`src/rtl/sma_out_pulse_gen.sv`:
```
// Avalon-MM slave driving the SMA output: static level, continuous pulse train or counted burst.
// Define SMA_OUT_IRQ_EN to add the irq port and the CTRL.irq_en bit.
`timescale 1ns/1ps
module sma_out_pulse_gen #(
    parameter int CNT_W = 16
) (
    input  logic        clk,
    input  logic        reset_n,
    input  logic [1:0]  address,
    input  logic        chipselect,
    input  logic        write_n,
    input  logic [31:0] writedata,
    output logic [31:0] readdata,
    output logic        out_port
`ifdef SMA_OUT_IRQ_EN
    ,
    output logic        irq
`endif
);

    localparam logic [0:0] ST_IDLE    = 1'b0;
    localparam logic [0:0] ST_RUN     = 1'b1;
    localparam logic [1:0] MODE_CONT  = 2'd1;
    localparam logic [1:0] MODE_BURST = 2'd2;

    logic [0:0]       state_q, state_d;
    logic             data_q, data_d;
    logic [1:0]       mode_q, mode_d;
    logic             done_q, done_d;
    logic             start_q, start_d;
    logic [CNT_W-1:0] period_q, period_d;
    logic [CNT_W-1:0] high_q, high_d;
    logic [CNT_W-1:0] burst_n_q, burst_n_d;
    logic             burst_run_q, burst_run_d;
    logic [CNT_W-1:0] phase_q, phase_d;
    logic [CNT_W-1:0] pulse_cnt_q, pulse_cnt_d;
    logic [CNT_W-1:0] period_sh_q, period_sh_d;
    logic [CNT_W-1:0] high_sh_q, high_sh_d;
    logic             out_q, out_d;
    logic [31:0]      readdata_q, readdata_d;

    logic wr_en;
    logic done_set;
    logic done_clr;
    logic busy;
    logic irq_en_bit;
    logic unused_wdata;

    assign wr_en        = chipselect & ~write_n;
    assign busy         = (state_q == ST_RUN);
    assign unused_wdata = ^writedata;

`ifdef SMA_OUT_IRQ_EN
    logic irq_en_q, irq_en_d;
    logic irq_q, irq_d;

    assign irq_en_bit = irq_en_q;
    assign irq        = irq_q;

    always_comb begin
        irq_en_d = irq_en_q;
        if (wr_en && address == 2'd1) begin
            irq_en_d = writedata[5];
        end
        irq_d = done_q & irq_en_q;
    end

    always_ff @(posedge clk) begin
        if (!reset_n) begin
            irq_en_q <= 1'b0;
            irq_q    <= 1'b0;
        end else begin
            irq_en_q <= irq_en_d;
            irq_q    <= irq_d;
        end
    end
`else
    assign irq_en_bit = 1'b0;
`endif

    // Register writes plus the pulse FSM.
    always_comb begin
        data_d      = data_q;
        mode_d      = mode_q;
        period_d    = period_q;
        high_d      = high_q;
        burst_n_d   = burst_n_q;
        start_d     = 1'b0;
        done_clr    = 1'b0;
        done_set    = 1'b0;
        state_d     = state_q;
        burst_run_d = burst_run_q;
        phase_d     = phase_q;
        pulse_cnt_d = pulse_cnt_q;
        period_sh_d = period_sh_q;
        high_sh_d   = high_sh_q;
        out_d       = data_q;

        if (wr_en) begin
            case (address)
                2'd0: data_d = writedata[0];
                2'd1: begin
                    mode_d   = writedata[1:0];
                    // A start that arrives while a run is in progress is dropped here.
                    start_d  = writedata[2] & (state_q == ST_IDLE);
                    done_clr = writedata[4];
                end
                2'd2: begin
                    period_d = writedata[CNT_W-1:0];
                    high_d   = writedata[16 +: CNT_W];
                end
                default: burst_n_d = writedata[CNT_W-1:0];
            endcase
        end

        case (state_q)
            ST_IDLE: begin
                out_d = data_q;
                if (mode_q == MODE_CONT) begin
                    state_d     = ST_RUN;
                    burst_run_d = 1'b0;
                    phase_d     = '0;
                    period_sh_d = period_q;
                    high_sh_d   = high_q;
                end else if (mode_q == MODE_BURST && start_q) begin
                    if (burst_n_q == '0) begin
                        done_set = 1'b1;
                    end else begin
                        state_d     = ST_RUN;
                        burst_run_d = 1'b1;
                        pulse_cnt_d = burst_n_q;
                        phase_d     = '0;
                        period_sh_d = period_q;
                        high_sh_d   = high_q;
                    end
                end
            end
            default: begin
                out_d = (phase_q < high_sh_q);
                // Any mode other than the one the run started in aborts without done.
                if (mode_q != (burst_run_q ? MODE_BURST : MODE_CONT)) begin
                    state_d = ST_IDLE;
                end else if (phase_q == period_sh_q) begin
                    phase_d     = '0;
                    period_sh_d = period_q;
                    high_sh_d   = high_q;
                    if (burst_run_q) begin
                        pulse_cnt_d = pulse_cnt_q - CNT_W'(1);
                        if (pulse_cnt_q == CNT_W'(1)) begin
                            state_d  = ST_IDLE;
                            done_set = 1'b1;
                        end
                    end
                end else begin
                    phase_d = phase_q + CNT_W'(1);
                end
            end
        endcase

        done_d = done_set | (done_q & ~done_clr);
    end

    always_comb begin
        readdata_d = '0;
        case (address)
            2'd0: readdata_d[0] = data_q;
            2'd1: readdata_d[5:0] = {irq_en_bit, done_q, busy, 1'b0, mode_q};
            2'd2: begin
                readdata_d[CNT_W-1:0]  = period_q;
                readdata_d[16 +: CNT_W] = high_q;
            end
            default: readdata_d[CNT_W-1:0] = burst_n_q;
        endcase
    end

    always_ff @(posedge clk) begin
        if (!reset_n) begin
            state_q     <= ST_IDLE;
            data_q      <= 1'b0;
            mode_q      <= 2'd0;
            done_q      <= 1'b0;
            start_q     <= 1'b0;
            period_q    <= '0;
            high_q      <= '0;
            burst_n_q   <= '0;
            burst_run_q <= 1'b0;
            phase_q     <= '0;
            pulse_cnt_q <= '0;
            period_sh_q <= '0;
            high_sh_q   <= '0;
            out_q       <= 1'b0;
            readdata_q  <= '0;
        end else begin
            state_q     <= state_d;
            data_q      <= data_d;
            mode_q      <= mode_d;
            done_q      <= done_d;
            start_q     <= start_d;
            period_q    <= period_d;
            high_q      <= high_d;
            burst_n_q   <= burst_n_d;
            burst_run_q <= burst_run_d;
            phase_q     <= phase_d;
            pulse_cnt_q <= pulse_cnt_d;
            period_sh_q <= period_sh_d;
            high_sh_q   <= high_sh_d;
            out_q       <= out_d;
            readdata_q  <= readdata_d;
        end
    end

    assign readdata = readdata_q;
    assign out_port = out_q;

endmodule

```
`config.mk`:
```
export PLATFORM = sky130hd
export DESIGN_NAME = sma_out_pulse_gen
export DESIGN_NICKNAME = d
export VERILOG_FILES = /design/src/rtl/sma_out_pulse_gen.sv
export SDC_FILE = /design/constraint.sdc
export NUM_CORES = 1
export LEC_CHECK = 0
export BUFFER_PORTS_ARGS = -buffer_cell sky130_fd_sc_hd__buf_2
export CAP_MARGIN = 20
export CORE_AREA = 3 3 140 142
export CTS_BUF_LIST = sky130_fd_sc_hd__clkbuf_4
export DETAILED_ROUTE_END_ITERATION = 10
export DIE_AREA = 0 0 143 145
export GPL_TIMING_DRIVEN = 0
export SLEW_MARGIN = 20
export SYNTH_ARGS = -nofsm -noshare
export SYNTH_HDL_FRONTEND = slang
export SYNTH_SLANG_ARGS = --single-unit
export TNS_END_PERCENT = 10
```
`constraint.sdc`:
```
create_clock -name clk -period 2 [get_ports clk]
set_clock_uncertainty 0.05 [all_clocks]
set_input_delay 0 -clock clk [delete_from_list [all_inputs] [get_ports clk]]
set_output_delay 0 -clock clk [all_outputs]
set_load 0.01 [all_outputs]
```
# ---- Word level (Yosys, flattened, before mapping)
# Index checks and enable logic that the tools add are counted.
dict set report op_classes {
  add_sub_neg 2
  mul 0
  n_div 0
  n_lt_le_gt_ge 1
  eq_ne 14
  shift 0
  mux 51
  n_bitwise 8
  reduce_logical 18
}
# op count
set op_table {}
lappend op_table {{2-to-1 mux 16 bit} 25}
lappend op_table {{2-to-1 mux 1 bit} 22}
lappend op_table {{one-hot mux 10 bit (2 select lines)} 1}
lappend op_table {{adder 16 x 1 -> 16 bit (second input constant)} 1}
lappend op_table {{equality test 16 x 1 -> 1 bit (second input constant)} 1}
lappend op_table {{equality test 16 bit} 1}
lappend op_table {{zero test 16 bit} 1}
lappend op_table {{< comparator 16 bit} 1}
lappend op_table {{subtractor 16 x 1 -> 16 bit (second input constant)} 1}
lappend op_table {{one-hot mux 5 bit (3 select lines)} 1}
lappend op_table {{AND reduction 2 bit} 5}
lappend op_table {{AND reduction 3 bit} 3}
lappend op_table {{!= test 2 bit (second input constant)} 4}
lappend op_table {{AND reduction 6 bit} 1}
lappend op_table {{equality test 2 x 1 -> 1 bit (second input constant)} 2}
lappend op_table {{equality test 2 bit (second input constant)} 2}
lappend op_table {{!= test 2 x 1 -> 1 bit (second input constant)} 2}
lappend op_table {{NOT 1 bit} 4}
lappend op_table {{AND reduction 4 bit} 1}
lappend op_table {{nonzero test 2 bit} 2}
lappend op_table {{bitwise AND 1 bit} 3}
lappend op_table {{!= test 3 bit (second input constant)} 1}
lappend op_table {{one-hot mux 1 bit (3 select lines)} 1}
lappend op_table {{nonzero test 3 bit} 1}
lappend op_table {{other kinds (7)} 7}
dict set report word_totals {
  reg_bits 152
  latchBits 0
  mem_bits_rw 0
  rom_bits 0
  in_bits 38
  out_inout_bits 33
  word_cells 110
  memories 0
}

# ---- Logic depth before layout (Yosys ltp)
# Gate-level depths: netlist of the first run.
dict set report logic_depth {
  ltp_word 7
  mapped_depth 9
  ltp_nobuf 7
}

# ---- Least setup slack after synthesis of the first run
# No wires, ideal clock.
dict set report synth_path {
  path_type {reg-to-reg}
  startpoint {register pulse_cnt_q[5]}
  endpoint {register pulse_cnt_q[14]}
  setup_ps 74
  t_arrival_ps 1825
  required_time_ps 1876
  setup_slack_ps 51
  stages_incl_launch_ff 5
  n_path_buf 0
  synth_period_minus_slack_ps 1949
  cell_sequence {dfxtp_1 > or4_1 > or3_4 > or4b_1 > o21ai_0}
}
dict set report synth_via {
  elab_chain_cells 5
}
# element line_no
set synth_lines {}
lappend synth_lines {{from (decl)} 36} ;# logic [CNT_W-1:0] pulse_cnt_q, pulse_cnt_d;
lappend synth_lines {{from (signal assigned)} 204} ;# pulse_cnt_q <= pulse_cnt_d;
lappend synth_lines {{subtractor 16 x 1 -> 16 bit} 148} ;# pulse_cnt_d = pulse_cnt_q - CNT_W'(1);
lappend synth_lines {{2-to-1 mux 16 bit} 147} ;# if (burst_run_q) begin
lappend synth_lines {{2-to-1 mux 16 bit} 143} ;# end else if (phase_q == period_sh_q) begin
lappend synth_lines {{2-to-1 mux 16 bit} 141} ;# if (mode_q != (burst_run_q ? MODE_BURST : MODE_CONT)) begin
lappend synth_lines {{2-to-1 mux 16 bit} 116} ;# case (state_q)
# Every way passes these cells. The select of a mux whose other input is x is not followed.
# A chain may end at the register's enable or synchronous reset.

# ---- Worst setup path in the final report of the first run
dict set report layout_path {
  startpoint {register pulse_cnt_q[6]}
  endpoint {register pulse_cnt_q[12]}
}
# The elaborated chain is that of the path after synthesis.

==> results of run 1 <==
[what timing repair did]
| item | 4_1_cts | 5_1_grt |
|---|---|---|
| pin swaps | 5 | 15 |
| buffers inserted | 2 | 13 |
| setup endpoints to repair | 66 | 63 |
| endpoints found under the hold margin | 64 | 2 |
| gates resized for setup | 45 | 59 |
| gates cloned | 0 | 1 |
| hold buffers | 47 | 4 |
[sequential cells by signal (all words and copies together), names as in the netlist, 2 cells and up]
name,count
readdata,32
burst_n_q,16
period_q,16
high_sh_q,16
high_q,16
mode_q,2
phase_q,16
pulse_cnt_q,16
period_sh_q,16
[critical path: stages (launching register included)]
cell     delay, ns
dfxtp_2       0.38
or4_4         0.52
or3_4         0.42
nor3_2        0.14
nor3_1        0.07
o41ai_1       0.35
[path summary, 6_finish.rpt]
kind,to,slack (ns),startpoint
min,readdata[1],0.02,address[1]
max reg2reg,pulse_cnt_q[12],-0.02,pulse_cnt_q[6]
min reg2reg,high_sh_q[3],0.43,high_q[3]
max,pulse_cnt_q[12],-0.02,pulse_cnt_q[6]
[kinds of logic (layout without fill, tap and decap cells)]
group	Yosys count	after routing	synth area share, %
AO/OA/AOI/OAI	168	168	15.8
AND/OR/NAND/NOR	319	319	23.5
XOR/XNOR	32	32	4.34
buffers and inverters	71	237	4.36
multiplexers	8	8	1.47
flip-flops	152	152	47.1
adder cells (fa/ha/maj)	18	18	3.49
other	0	1	0
[through the flow]
stage	hold WS, ns	setup TNS (ns)
floorplan	0.0860	0
global placement	0.197	-26.02
detailed placement	0.198	-25.30
CTS	0.0104	-0.0414
global route	0.0282	-0.534
finish	0.0187	-0.0246
[metal layers]
layer	GRT usage, %	vias up	wire length (um)
met5	0	-	0
met4	6.84	0	458
met3	3.30	33	1190
met2	30.2	233	9400
met1	27.1	2962	9090
li1	-	2985	-
[placed cells by master, fill, tap and decap left out, drive strengths merged, types with 6 or more instances in the layout]
cell         netlist  layout
dfxtp            152     152
nand2            141     141
buf               15      99
a21oi             62      62
clkbuf            37      53
dlygate4sd3        0      51
nand3             49      49
o21ai             46      46
nor2              41      41
and3              26      26
inv               18      21
ha                18      18
xnor2             18      18
xor2              14      14
a22o              12      12
nand4             11      11
nor3              11      11
a21o               8       8
clkinv             1       8
nor2b              7       7
nor4               7       7
a22oi              6       6
o211ai             6       6
[cell type report]
type	count	area, um2	area share, %
Clock buffer	17	128	1.53
Antenna cell	1	2.50	0.0301
Buffer	51	263	3.16
Multi-Input combinational cell	545	3330	40.1
Tap cell	234	293	3.52
Timing Repair Buffer	135	975	11.7
Sequential cell	152	3100	37.3
Inverter	19	76.3	0.917
Clock inverter	15	153	1.83
[report_power, final]
group | leakage (nW) | internal (mW) | switching, mW
logic | 1.82 | 0.170 | 0.231
clock network | 0.140 | 0.741 | 1.17
registers | 1.24 | 3.04 | 0.0287
total | 3.20 | 3.95 | 1.43
==> results.json, run 1 <==
{
  "hpwlAfterDp_um": 13800,
  "drc": 0,
  "setup_ws_ns": -0.0246,
  "worstPathRequired_ns": 2.42,
  "ys_ff_latch": 152,
  "power_density_nw_per_um2": 646,
  "critPathCaptureType": "flop",
  "overflow": 0,
  "final_area_um2": 8330,
  "dr_total_vias": 6213,
  "arrival_ns": 2.45,
  "cts_root_buffer": "clkbuf_4",
  "final_util_pct": 44.8,
  "hold_viol": 0,
  "ctsHtreeMaxLevel": 4,
  "outcome": "complete, but fails checks",
  "max_slew_margin_pct": 47.7,
  "nFillCells": 1860,
  "ant_nets": 0,
  "cts.sink_count": 152,
  "wirelength_um": 20100,
  "place_area_um2": 7100,
  "hold_class": "input pin to flop",
  "maxSlewViolCount": 0,
  "grt_pass1_wl_um": 31700,
  "num_rows": 50,
  "r2r_cells": 5,
  "pre_cts_slack_ns": -0.505,
  "syn_avg_cell_area_um2": 8.41,
  "tightest_slew_ns": 0.785,
  "crit_path_start_kind": "flop",
  "synth_edf_count": 0,
  "setup_violations": 1,
  "placed_cells": 1070,
  "p_leak_nw": 3.20,
  "synth_cell_types": 56,
  "core_area_um2": 18600,
  "cts.clk_slew.worst_paths_ns": 0.14,
  "fin_cells": 1169,
  "whs_path_depth": 4,
  "grtUsageTotal_pct": 19.4,
  "fin_total_pwr_mw": 5.38,
  "cts_tree": "built",
  "async_flop_share_pct": 0,
  "yosysWarnings": 0,
  "synth_flop_cell": "dfxtp_1",
  "cp_max_fo": 6,
  "yosysSeqAreaShare_pct": 47.1,
  "synth_area_leader_cell": "dfxtp_1",
  "period_share_pct": 101,
  "maxCapViolations": 0,
  "antenna_found_initial": 1,
  "boundaryPins": 71,
  "dieHeight_um": 145,
  "yosysMostFrequentCell": "dfxtp_1",
  "ir_drop_uv": 522,
  "die_w_um": 143,
  "rsz0062_at_grt": "yes",
  "synth_nets": 824,
  "fin_crit_ns": 2.02,
  "nets": 977,
  "wire_per_inst_um": 17.2,
  "dr.pass1.iters": 5,
  "dieArea_um2": 20700,
  "drt_iter0_drc": 421,
  "grt_pass1_vias": 5860,
  "cts_buffer_depth": 2,
  "initial_core_util_pct": 34.8,
  "synth_cells": 768,
  "yosysTopAreaCellShare_pct": 47.1,
  "synthTopCellsByArea": "dfxtp_1 47%, nand2_1 8.2%, a21oi_1 4.8%",
  "cts_made_buffers": 17,
  "crit_type": "flop to flop",
  "drive_gt1_share_pct": 19.5,
  "insertion_delay_ns": 0.57,
  "portBuffers": 68,
  "grt_max_degree": 17,
  "synth.top_cells.by_count": "152 x dfxtp_1, 141 x nand2_1, 62 x a21oi_1, 49 x nand3_1, 43 x o21ai_0",
  "gp_congestion": 0.859,
  "netlist_area_um2": 6460,
  "area_growth_syn_to_layout_pct": 28.8,
  "viasPerCell": 5.31,
  "max_freq_ghz": 0.494,
  "violations": "negative setup slack"
}
(Power assumes the default switching activity.)
==> run 2: changes to the inputs <==
==> constraint.sdc (replaced) <==
create_clock -name clk -period 1.85 [get_ports clk]
set_clock_uncertainty 0.05 [all_clocks]
set_input_delay 0 -clock clk [delete_from_list [all_inputs] [get_ports clk]]
set_output_delay 0 -clock clk [all_outputs]
set_load 0.01 [all_outputs]
==> run 2 against run 1 <==
  * The flow still finishes with violations (negative setup slack)
  * Combinational power grew 17%
  * Largest cell class unchanged
  * Non-clock buffer count rose by 22
  * Critical path type unchanged
  * Setup slack worse by 0.078 ns
  * Count of clock-buffer cells in the layout unchanged
  * First-iteration DRC count down 4.0%
  * Register-to-register slack worse by 0.08 ns
  * Hold slack improved by 0.028 ns
==> results.json, run 2 (synthesis gave the netlist of run 1 again) <==
{
  "overflow": 0,
  "dieHeight_um": 145,
  "grtUsageTotal_pct": 19.6,
  "drc": 0,
  "tightest_slew_ns": 0.761,
  "dr.pass1.iters": 6,
  "cts_tree": "built",
  "violations": "negative setup slack",
  "num_rows": 50,
  "path_cells": "or4_4 > or3_4 > or4b_1 > o21ai_1",
  "portBuffers": 68,
  "largest_reg_flops": 32,
  "ir_drop_uv": 497,
  "slowest_stage": "or4_4",
  "crit_path_start_kind": "flop",
  "cts.clk_slew.worst_paths_ns": 0.13,
  "cts_made_buffers": 17,
  "rsz0062_at_grt": "yes",
  "path_buf_inv": 0,
  "drive_gt1_share_pct": 23.8,
  "gp_congestion": 0.884,
  "max_slew_margin_pct": 49.3,
  "wirelength_um": 20500,
  "power_density_nw_per_um2": 690,
  "ant_nets": 0,
  "setup_ws_ns": -0.102,
  "outcome": "complete, but fails checks",
  "core_area_um2": 18600,
  "antenna_found_initial": 1,
  "fin_total_pwr_mw": 5.99,
  "hpwlAfterDp_um": 13900,
  "arrival_ns": 2.39,
  "dieArea_um2": 20700,
  "cts_buffer_depth": 2,
  "wire_per_inst_um": 17.2,
  "die_w_um": 143,
  "viasPerCell": 5.22,
  "boundaryPins": 71,
  "worstPathRequired_ns": 2.29,
  "fin_crit_ns": 1.95,
  "dr_total_vias": 6206,
  "finalSetupTns_ns": -2.05,
  "grt_pass1_wl_um": 32000,
  "hold_class": "input pin to flop",
  "grt_pass1_vias": 6075,
  "period_share_pct": 106,
  "insertion_delay_ns": 0.56,
  "initial_core_util_pct": 34.8,
  "cts_root_buffer": "clkbuf_4",
  "maxCapViolations": 0,
  "drt_iter0_drc": 404,
  "slowest_delay_ns": 0.51,
  "nets": 999,
  "setup_violations": 55,
  "area_growth_syn_to_layout_pct": 34.3,
  "cp_max_fo": 5,
  "hold_viol": 0,
  "crit_type": "flop to flop",
  "grt_max_degree": 17,
  "p_leak_nw": 3.35,
  "ctsHtreeMaxLevel": 4,
  "most-common-layout-cells": "140 x nand2_1, 118 x dfxtp_1, 70 x buf_2",
  "critPathCaptureType": "flop",
  "path_delay_family": "simple AND/OR/NAND/NOR gates",
  "nFillCells": 1778,
  "cts.sink_count": 152,
  "final_common_cell": "nand2_1",
  "max_freq_ghz": 0.512,
  "maxSlewViolCount": 0
}
## run 2: worst reg2reg max path: cells and delay by family (launching register included)
kind / cells / cell delay, ns
simple gates: 3 / 1.39
flops: 1 / 0.38
compound gates: 1 / 0.08
## run 2: cell type report
cell class | count | area, um2 | share of cell area, %
multi-input cells | 545 | 3410 | 39.3
flip-flops and latches | 152 | 3120 | 36.0
repair buffers | 156 | 1170 | 13.5
plain buffers | 52 | 295 | 3.40
well taps | 234 | 293 | 3.37
clock inverters | 14 | 174 | 2.00
clock buffers | 17 | 128 | 1.47
inverters | 19 | 78.8 | 0.908
diodes | 1 | 2.50 | 0.0288
## run 2: path summary, 6_finish.rpt
path,start,end,slack (ns),cells past startpoint
max reg2reg,pulse_cnt_q[6],pulse_cnt_q[14],-0.10,4
max,pulse_cnt_q[6],pulse_cnt_q[14],-0.10,4
min reg2reg,high_sh_q[12],high_sh_q[12],0.42,2
min,address[1],mode_q[1],0.05,5
## run 2: where the power goes
part           total (mW)  internal [mW]  switching, mW  leakage, nW
registers            3.31           3.28         0.0303         1.25
clock network        2.21          0.941           1.27        0.146
logic               0.468          0.209          0.259         1.95
## run 2: what timing repair did
action / in CTS / in global routing
gates resized for setup: 82 / 78
cloned: 3 / 2
buffers inserted: 10 / 19
endpoints found under the hold margin: 64 / 5
setup endpoints to repair: 67 / 67
pin swaps: 12 / 21
hold buffers: 51 / 3
## run 2: per-layer routing
layer | up-vias | share of wire (%) | global-route usage [%] | wire [um]
met4 | 0 | 1.8 | 6.61 | 378
met5 | - | 0 | 0 | 0
met1 | 2946 | 46 | 26.9 | 9400
met3 | 26 | 5.4 | 3.46 | 1110
li1 | 3034 | - | - | -
met2 | 200 | 47 | 30.9 | 9570
## run 2: per-stage QoR
stage	instances	setup slack, ns	utilization, %	hold WS, ns	instance area, um2
2_1_floorplan	768	-0.00618	-	0.0860	6490
3_3_place_gp	1070	-0.478	38.4	0.199	7130
3_5_place_dp	1070	-0.471	38.4	0.199	7130
4_1_cts	1165	-0.124	44.4	-0.106	8260
5_1_grt	1190	-0.199	46.7	0.0260	8680
6_report	1190	-0.102	46.7	0.0469	8680
